**config.mk**
```make
export PLATFORM = sky130hd
export DESIGN_NAME = led_sequence_blinker
export DESIGN_NICKNAME = d
export VERILOG_FILES = /design/src/rtl/led_sequence_blinker.sv
export SDC_FILE = /design/constraint.sdc
export NUM_CORES = 1
export LEC_CHECK = 0
export CAP_MARGIN = 20
export CORE_MARGIN = 2
export CORE_UTILIZATION = 53
export CTS_BUF_LIST = sky130_fd_sc_hd__clkbuf_4
export CTS_CLUSTER_DIAMETER = 50
export DETAILED_ROUTE_END_ITERATION = 10
export HOLD_SLACK_MARGIN = 0.1
export PLACE_DENSITY = 0.79
export SYNTH_ARGS = -nofsm -noshare
export SYNTH_HDL_FRONTEND = slang
export SYNTH_SLANG_ARGS = --single-unit
export TNS_END_PERCENT = 10
```
**constraint.sdc**
```tcl
create_clock -name i_hwclk -period 4.5 [get_ports i_hwclk]
set_input_delay 1.35 -clock i_hwclk [delete_from_list [all_inputs] [get_ports i_hwclk]]
set_output_delay 1.35 -clock i_hwclk [all_outputs]
set_load 0.05 [all_outputs]
```
**src/rtl/led_sequence_blinker.sv**
```systemverilog
// Multi-LED blink sequencer: latches a blink mode on a start edge and plays whole on/off blinks.
// Optional feature: define BLINKER_RETRIGGER_EN to let a start edge restart a running sequence.
module led_sequence_blinker #(
  parameter int unsigned LED_W = 1,
  parameter int unsigned CNT_W = 32,
  parameter int unsigned NB_W  = 4,
  parameter int unsigned ON0   = 6000000,
  parameter int unsigned OFF0  = 12000000,
  parameter int unsigned N0    = 3,
  parameter int unsigned ON1   = 2400000,
  parameter int unsigned OFF1  = 2400000,
  parameter int unsigned N1    = 5
) (
  input  logic             i_hwclk,
  input  logic             i_rst,
  input  logic             i_start,
  input  logic [1:0]       i_blink_type,
  input  logic [CNT_W-1:0] i_cfg_on,
  input  logic [CNT_W-1:0] i_cfg_off,
  input  logic [NB_W-1:0]  i_cfg_count,
  input  logic [LED_W-1:0] i_led_mask,
  input  logic             i_abort,
  output logic [LED_W-1:0] o_led,
  output logic             o_busy,
  output logic             o_done
);

`ifdef BLINKER_RETRIGGER_EN
  localparam bit RETRIG = 1'b1;
`else
  localparam bit RETRIG = 1'b0;
`endif

  typedef enum logic [1:0] {S_IDLE, S_ON, S_OFF} state_t;

  state_t           r_state;
  logic             r_start_q;
  logic [CNT_W-1:0] r_timer;
  logic [CNT_W-1:0] r_on_last;
  logic [CNT_W-1:0] r_off_last;
  logic [NB_W-1:0]  r_cnt;
  logic [LED_W-1:0] r_mask;
  logic [LED_W-1:0] r_led;
  logic             r_busy;
  logic             r_done;

  logic             w_start_edge;
  logic             w_load;
  logic [CNT_W-1:0] w_on_sel;
  logic [CNT_W-1:0] w_off_sel;
  logic [NB_W-1:0]  w_cnt_sel;
  logic [CNT_W-1:0] w_on_last;
  logic [CNT_W-1:0] w_off_last;

  assign w_start_edge = i_start & ~r_start_q;
  assign w_load       = w_start_edge & ((r_state == S_IDLE) | RETRIG);

  // Mode decode; steady reuses the error on-time with a single blink.
  always_comb begin
    w_on_sel  = CNT_W'(ON0);
    w_off_sel = CNT_W'(OFF0);
    w_cnt_sel = NB_W'(N0);
    case (i_blink_type)
      2'd1: begin
        w_on_sel  = CNT_W'(ON1);
        w_off_sel = CNT_W'(OFF1);
        w_cnt_sel = NB_W'(N1);
      end
      2'd2: begin
        w_on_sel  = i_cfg_on;
        w_off_sel = i_cfg_off;
        w_cnt_sel = i_cfg_count;
      end
      2'd3: w_cnt_sel = NB_W'(1);
      default: ;
    endcase
  end

  // Terminal timer values; a zero duration behaves as one cycle.
  assign w_on_last  = (w_on_sel  == '0) ? '0 : w_on_sel  - CNT_W'(1);
  assign w_off_last = (w_off_sel == '0) ? '0 : w_off_sel - CNT_W'(1);

  always_ff @(posedge i_hwclk) begin
    if (i_rst) begin
      r_state    <= S_IDLE;
      r_start_q  <= 1'b0;
      r_timer    <= '0;
      r_on_last  <= '0;
      r_off_last <= '0;
      r_cnt      <= '0;
      r_mask     <= '0;
      r_led      <= '0;
      r_busy     <= 1'b0;
      r_done     <= 1'b0;
    end else begin
      r_start_q <= i_start;
      if (i_abort) begin
        r_state <= S_IDLE;
        r_timer <= '0;
        r_cnt   <= '0;
        r_led   <= '0;
        r_busy  <= 1'b0;
        r_done  <= 1'b0;
      end else if (w_load) begin
        r_on_last  <= w_on_last;
        r_off_last <= w_off_last;
        r_cnt      <= w_cnt_sel;
        r_mask     <= i_led_mask;
        r_timer    <= '0;
        r_busy     <= 1'b1;
        // A zero-blink request completes immediately without lighting the LEDs.
        if (w_cnt_sel == '0) begin
          r_state <= S_IDLE;
          r_led   <= '0;
          r_done  <= 1'b1;
        end else begin
          r_state <= S_ON;
          r_led   <= i_led_mask;
          r_done  <= 1'b0;
        end
      end else begin
        case (r_state)
          S_IDLE: begin
            r_led  <= '0;
            r_busy <= 1'b0;
          end
          S_ON: begin
            if (r_timer == r_on_last) begin
              r_timer <= '0;
              r_led   <= '0;
              if (r_cnt == NB_W'(1)) begin
                r_state <= S_IDLE;
                r_cnt   <= '0;
                r_busy  <= 1'b0;
                r_done  <= 1'b1;
              end else begin
                r_state <= S_OFF;
                r_cnt   <= r_cnt - NB_W'(1);
              end
            end else begin
              r_timer <= r_timer + CNT_W'(1);
            end
          end
          S_OFF: begin
            if (r_timer == r_off_last) begin
              r_timer <= '0;
              r_state <= S_ON;
              r_led   <= r_mask;
            end else begin
              r_timer <= r_timer + CNT_W'(1);
            end
          end
          default: begin
            r_state <= S_IDLE;
            r_led   <= '0;
            r_busy  <= 1'b0;
          end
        endcase
      end
    end
  end

  assign o_led  = r_led;
  assign o_busy = r_busy;
  assign o_done = r_done;

endmodule

```
### After elaboration in Yosys (flattened, before gate mapping)

Index checks and enable logic that the tools add are counted.

* bitwise logic cells: 4
* mux-type cells: 32
* reduce and logical (&&, ||, !) cells: 16
* equality and inequality tests: 13
* $add $sub $neg: 4

Operators by type and width (count)
* $pmux W32 S2: 3
* $mux W32: 4
* $eq A32 B32 Y1: 2
* $logic_not A32 Y1: 2
* $sub A32 B1 Y32 const B: 2
* $add A32 B1 Y32 const B: 1
* $mux W4: 4
* $mux W1: 13
* $pmux W4 S3: 1
* $ne A3 B3 Y1 const B: 3
* $reduce_and A3 Y1: 3
* $mux W2: 4
* $reduce_bool A2 Y1: 4
* $eq A2 B2 Y1 const B: 3
* $pmux W2 S3: 1
* $reduce_and A2 Y1: 3
* $eq A2 B1 Y1 const B: 2
* $eq A4 B1 Y1 const B: 1
* $logic_not A4 Y1: 1
* $ne A2 B2 Y1 const B: 2
* $pmux W1 S2: 2
* $sub A4 B1 Y4 const B: 1
* $reduce_or A3 Y1: 1
* $and A1 B1 Y1: 2
* 3 further kinds: 4

* input bits: 75
* bits in registers: 107
* output and inout port bits: 3
* logic and storage cells: 79

### Depth between registers and ports, before layout

Gate-level depths: netlist of run 1.

* word-level depth: 5
* mapped depth: 16
* gate-level depth less buffers: 11

### Worst setup path before layout of run 1

No wires, ideal clock.

* kind: input -> register
* start point: input i_blink_type[0]
* end point: register r_on_last[26]
* slack: 0.023 ns
* buffers on the path: 4
* arrival: 4.360 ns
* stages: 15
* library setup time: 0.117 ns
* cell sequence: inv_1 -> ha_1 -> buf_2 -> and2_1 -> clkbuf_1 -> buf_1 -> nand2_1 -> ha_1 -> o21ai_0 -> or4_4 -> nor4b_4 -> o21ai_2 -> and2_1 -> buf_6 -> a32o_1

* word-level cells in the longest chain between the ends: 4
* elaborated cells between the ends (all ways): 6
* those cells by class: add/sub: 1; eq/ne: 2; mux: 2; reduce/logical: 1

RTL lines
* start: declaration: line 17 `input logic [1:0] i_blink_type,`
* $eq A2 B2 Y1 / $eq A2 B1 Y1 (equally long branches): line 63 `case (i_blink_type)`
* $pmux W32 S2 (*): line 63
* $sub A32 B1 Y32 / $logic_not A32 Y1 (equally long branches): line 80 `assign w_on_last = (w_on_sel == '0) ? '0 : w_on_sel - CNT_W'(1);`
* $mux W32 (*): line 80
* end signal: assignment: line 105 `r_on_last <= w_on_last;`
* end: declaration: line 39 `logic [CNT_W-1:0] r_on_last;`

Every way passes the cells marked *; elsewhere a longest branch is shown, timed or not.
A chain may end at the register's enable or synchronous reset.

### Final worst setup path of run 1

* start point: input i_blink_type[0]
* end point: register r_on_last[30]

The elaborated chain is that of the path after synthesis.

==> results of run 1 <==
==> cells in the mapped netlist (4+ instances only) <==
library cell	instances	share of area
ha_1	14	0.026
a22o_1	18	0.023
nor3_1	20	0.015
o31ai_1	9	0.010
clkbuf_1	29	0.016
a31oi_1	4	0.0037
nor2b_1	8	0.0075
xor2_1	36	0.047
and4_1	4	0.0052
nand2b_1	6	0.0056
a21o_1	7	0.0078
nand4_1	26	0.024
nor2_1	83	0.046
a211oi_1	6	0.0067
a22oi_1	7	0.0078
nand3_1	25	0.019
a32o_1	5	0.0075
and2_1	8	0.0075
or3_1	4	0.0037
o21ai_0	47	0.035
xnor2_1	103	0.13
a21oi_1	48	0.036
nand2_1	106	0.059
buf_1	4	0.0022
inv_1	16	0.0089
dfxtp_1	107	0.32
mux2i_1	6	0.0089
nor4_1	13	0.012
and3_1	12	0.011
==> power by group <==
| part | internal, mW | switching, mW | total, mW |
|---|---|---|---|
| clock | 0.130 | 0.360 | 0.491 |
| sequential | 0.978 | 0.0260 | 1.00 |
| combinational | 0.201 | 0.242 | 0.443 |
| total | 1.31 | 0.628 | 1.94 |
==> layout make-up <==
type | count | area [µm²]
fillers | 1120 | 4450
multi-input cells | 674 | 4340
flip-flops and latches | 107 | 2140
repair buffers | 122 | 1130
well taps | 172 | 215
clock buffers | 9 | 67.6
clock inverters | 7 | 67.6
inverters | 16 | 60.1
==> critical path: cells and delay by family <==
kind / cells / cell delay [ns]
AO/OA/AOI/OAI: 3 / 0.51
adder cells (fa/ha/maj): 2 / 0.48
buffers and inverters: 2 / 0.55
AND/OR/NAND/NOR: 5 / 1.52
==> cells by family after synthesis <==
family | share of synthesized area
adder cells (fa/ha/maj) | 0.0261
XOR/XNOR | 0.181
AND/OR/NAND/NOR | 0.253
multiplexers | 0.0123
buffers and inverters | 0.0356
flip-flops | 0.319
AO/OA/AOI/OAI | 0.173
==> layer usage <==
layer	track usage	up-vias
met2	0.448	275
met5	0	-
li1	-	3127
met3	0.0441	52
met1	0.410	2866
met4	0.107	0
==> how the worst min path moves through the flow <==
| stage | from | end | slack (ns) | cells after the start |
|---|---|---|---|---|
| 2_1_floorplan | r_off_last[15] | r_off_last[15] | 0.43 | 2 |
| 3_5_place_dp | r_mask | r_mask | 0.46 | 2 |
| 6_report | r_mask | r_mask | 0.48 | 2 |
| 4_1_cts | r_mask | r_mask | 0.48 | 2 |
| 3_3_place_gp | r_mask | r_mask | 0.44 | 2 |
| 5_1_grt | r_mask | r_mask | 0.50 | 2 |
==> sequential cells by signal, indices dropped and copies added, names as in the netlist <==
| name | count |
|---|---|
| o_busy | 1 |
| o_done | 1 |
| o_led | 1 |
| r_cnt | 4 |
| r_mask | 1 |
| r_off_last | 32 |
| r_on_last | 32 |
| r_start_q | 1 |
| r_state | 2 |
| r_timer | 32 |
==> results.cfg, run 1 <==
[global_route]
grt_pass1_wl_mm = 30.3
grt_use_total = 0.290
grt_pass1_vias = 5775
grt_max_degree = 47
grt.overflow.total = 0
antenna_found_initial = 0

[detailed_routing]
avgRoutedWirePerCell_um = 17.1
met2_length_mm = 8.38
drt_iter0_drc = 513
route.vias.total = 6320
wl_met3_mm = 1.25
routed_wl_mm = 19.0
drc = 0
viasPerCell = 5.71
drt-met1-wl_mm = 8.66
ant_nets = 0
top_layer_used = met4
firstDrtPassIters = 5

[setup_path]
crit_start = i_blink_type[0]
crit_path_max_fanout = 6
critPathCaptureType = flip-flop
rr_endpoint = r_timer[25]
critical_path_required_ns = 4.91
r2r_slack_ns = 1.72
crit-reg2reg-launch = r_timer[17]
crit_type = input port to flip-flop
critPathLaunchType = input port
cp-endpoint = r_on_last[30]
slowest_stage = or4_4
arrival_ns = 4.41
max_stage_delay_ns = 0.58
rr_worst_depth = 8
crit_path_cell_trace = clkdlybuf4s50_1, inv_1, ha_1, and2_1, nand2_1, ha_1, o21ai_0, or4_4, nor4b_4, o21ai_2, and2_1, a32o_1

[yosys]
netlist_area_mm2 = 0.00671
syn_inst = 838
synth_edf_count = 0
avgSynthCellArea_um2 = 8.01
yosysWarnings = 0
ys_async_sr_fraction = 0
ys_ff_latch = 107
dominantRegCellSynth = dfxtp_1
yosysSeqAreaShare = 0.319
synth_cell_types = 66
synthesis.nets = 927

[floorplanning]
die_w_um = 117
core_area_mm2 = 0.0125
die_area_mm2 = 0.0136
die_y_um = 117
ioPinCount = 78
num_rows = 41
initial_utilization = 0.538

[timing]
period_minus_slack_ns = 4.00
tightest_slew_ns = 0.809
setup_viol = 0
max_freq_mhz = 250
finalHoldViolCount = 0
skew_ns = 0.0148
setup_ws_ns = 0.496
final_max_slew_viol_count = 0
tns_ns = 0
fin_crit_sh = 0.890
grt_setup_unrepaired = false
worst_hold_slack_ns = 0.482
relSlewSlack = 0.456

[layout]
final_cell_mix = dfxtp_1, nand2_1, xnor2_1
antenna_cells = 0
fin_util = 0.643
stdcell_area_mm2 = 0.00802
nets = 1019
final_layout_size_suffix_gt1_frac = 0.0866
syn_to_final_growth_pct = 19.5
final_common_cell = dfxtp_1
instances_no_fill = 1107

[pwr]
peakVddDrop_mv = 0.125
p_leak_nw = 2.76
fin_total_pwr_mw = 1.94
power_density_mw_per_mm2 = 242

[clocking]
cts_tree = done
hold_buffers = 0
clkSlewWorstSetupHoldPaths_ns = 0.18
htreeDepth = 3
cts_resized = 0
clockBufferDepth = 2
cts_setup_buffers = 0
cts_buffers = 9
cts_sinks = 107
root_buffer = clkbuf_4
clk_latency_ns = 0.49

[placement]
dp_hpwl_mm = 15.3
place_area_mm2 = 0.00788
place_congestion = 0.949
dp.cells = 1090
io_buffers = 77
pre_cts_ws_ns = -0.0197

[hold_path]
hold_class = flip-flop to flip-flop

[job]
maxCapViolations = 0

[run_status]
status = completed
(Power assumes the default switching activity.)
==> inputs of run 2 (changes only) <==
GPL_ROUTABILITY_DRIVEN = 0   (was unset)
PLACE_DENSITY = 0.82   (was 0.79)
==> run 2 against run 1 <==
Compared with the run above: hold slack better by 0.0029 ns; sequential power about the same; utilization up 0.17 points; final cell count about the same; flip-flop and latch count unchanged; wire length up 1.5%; critical endpoint is now r_on_last[25]; global-route usage up 0.24 points.
==> results.cfg, run 2 (synthesized netlist as in run 1, its figures left out) <==
[timing]
relSlewSlack = 0.513
setup_ws_ns = 0.503
period_minus_slack_ns = 4.00
grt_setup_unrepaired = false
fin_crit_sh = 0.888
skew_ns = 0.0187
final_max_slew_viol_count = 0
worst_hold_slack_ns = 0.484
max_freq_mhz = 250
setup_viol = 0
finalHoldViolCount = 0
tightest_slew_ns = 0.724

[layout]
syn_to_final_growth_pct = 19.8
nets = 1017
fin_util = 0.645
final_layout_size_suffix_gt1_frac = 0.0836
final_common_cell = dfxtp_1
top_regs = r_off_last (32), r_on_last (32), r_timer (32)
final_cell_mix = dfxtp_1, nand2_1, xnor2_1
stdcell_area_mm2 = 0.00804

[clocking]
clkSlewWorstSetupHoldPaths_ns = 0.17
cts_setup_buffers = 0
clk_latency_ns = 0.48
htreeDepth = 3
clockBufferDepth = 2
cts_tree = done
root_buffer = clkbuf_4
cts_resized = 0
cts_sinks = 107
hold_buffers = 0
cts_buffers = 9

[floorplanning]
core_area_mm2 = 0.0125
num_rows = 41
initial_utilization = 0.538
die_area_mm2 = 0.0136
die_w_um = 117
ioPinCount = 78
die_y_um = 117

[run_status]
status = completed

[setup_path]
crit_path_cell_trace = clkdlybuf4s50_1, inv_1, ha_1, and2_1, nand2_1, ha_1, o21ai_0, or4_4, nor4b_4, o21ai_2, and2_1, a32o_1
crit_type = input port to flip-flop
rr_worst_depth = 8
critPathCaptureType = flip-flop
critical_path_required_ns = 4.91
crit_path_max_fanout = 6
critPathLaunchType = input port
slowest_stage = or4_4
arrival_ns = 4.40
max_stage_delay_ns = 0.58

[pwr]
p_leak_nw = 2.76
power_density_mw_per_mm2 = 244
peakVddDrop_mv = 0.120

[global_route]
grt_max_degree = 26
antenna_found_initial = 1
grt.overflow.total = 0
grt_use_total = 0.292
grt_pass1_wl_mm = 30.3
grt_pass1_vias = 5754

[detailed_routing]
drc = 0
avgRoutedWirePerCell_um = 17.4
route.vias.total = 6442
drt_iter0_drc = 632
viasPerCell = 5.82
routed_wl_mm = 19.3
ant_nets = 0
firstDrtPassIters = 7

[placement]
pre_cts_ws_ns = -0.171
place_area_mm2 = 0.00789
io_buffers = 77
dp_hpwl_mm = 15.6

[hold_path]
hold_class = flip-flop to flip-flop
worstHoldPathCells = 2

[job]
maxCapViolations = 0
==> run 2: area by class of cell <==
class	instances	area (µm²)
Fill cell	1056	4430
Multi-Input combinational cell	674	4340
Sequential cell	107	2140
Timing Repair Buffer	120	1140
Tap cell	172	215
Clock inverter	7	76.3
Clock buffer	9	67.6
Inverter	16	60.1
Antenna cell	1	2.50
==> run 2: final timing paths <==
kind,start,to,slack (ns)
max,i_blink_type[1],r_on_last[25],0.50
min,r_on_last[17],r_on_last[17],0.48
max reg2reg,r_timer[16],r_timer[19],1.72
min reg2reg,r_on_last[17],r_on_last[17],0.48
==> run 2: power breakdown <==
part | switching (mW) | internal [mW]
Clock | 0.334 | 0.174
Combinational | 0.244 | 0.204
Sequential | 0.0253 | 0.978
==> run 2: critical path: cells and delay by family <==
kind | cells | cell delay, ns
AND/OR/NAND/NOR | 5 | 1.51
buffers and inverters | 2 | 0.59
adder cells (fa/ha/maj) | 2 | 0.46
AO/OA/AOI/OAI | 3 | 0.48
==> run 2: routing by layer <==
layer	vias up	track usage	routed length (µm)
li1	3143	-	-
met5	-	0	0
met4	0	0.0910	530
met1	2962	0.409	8380
met3	44	0.0446	1500
met2	293	0.466	8860
==> run 2: per-stage QoR <==
step / TNS [ns] / std cells / total power, mW
after floorplan: 0 / 838 / 1.26
after global placement: -0.112 / 1087 / 1.45
after detailed placement: -0.420 / 1088 / 1.46
after CTS: 0 / 1104 / 1.95
after global routing: 0 / 1106 / 2.04
final: 0 / 1106 / 1.96
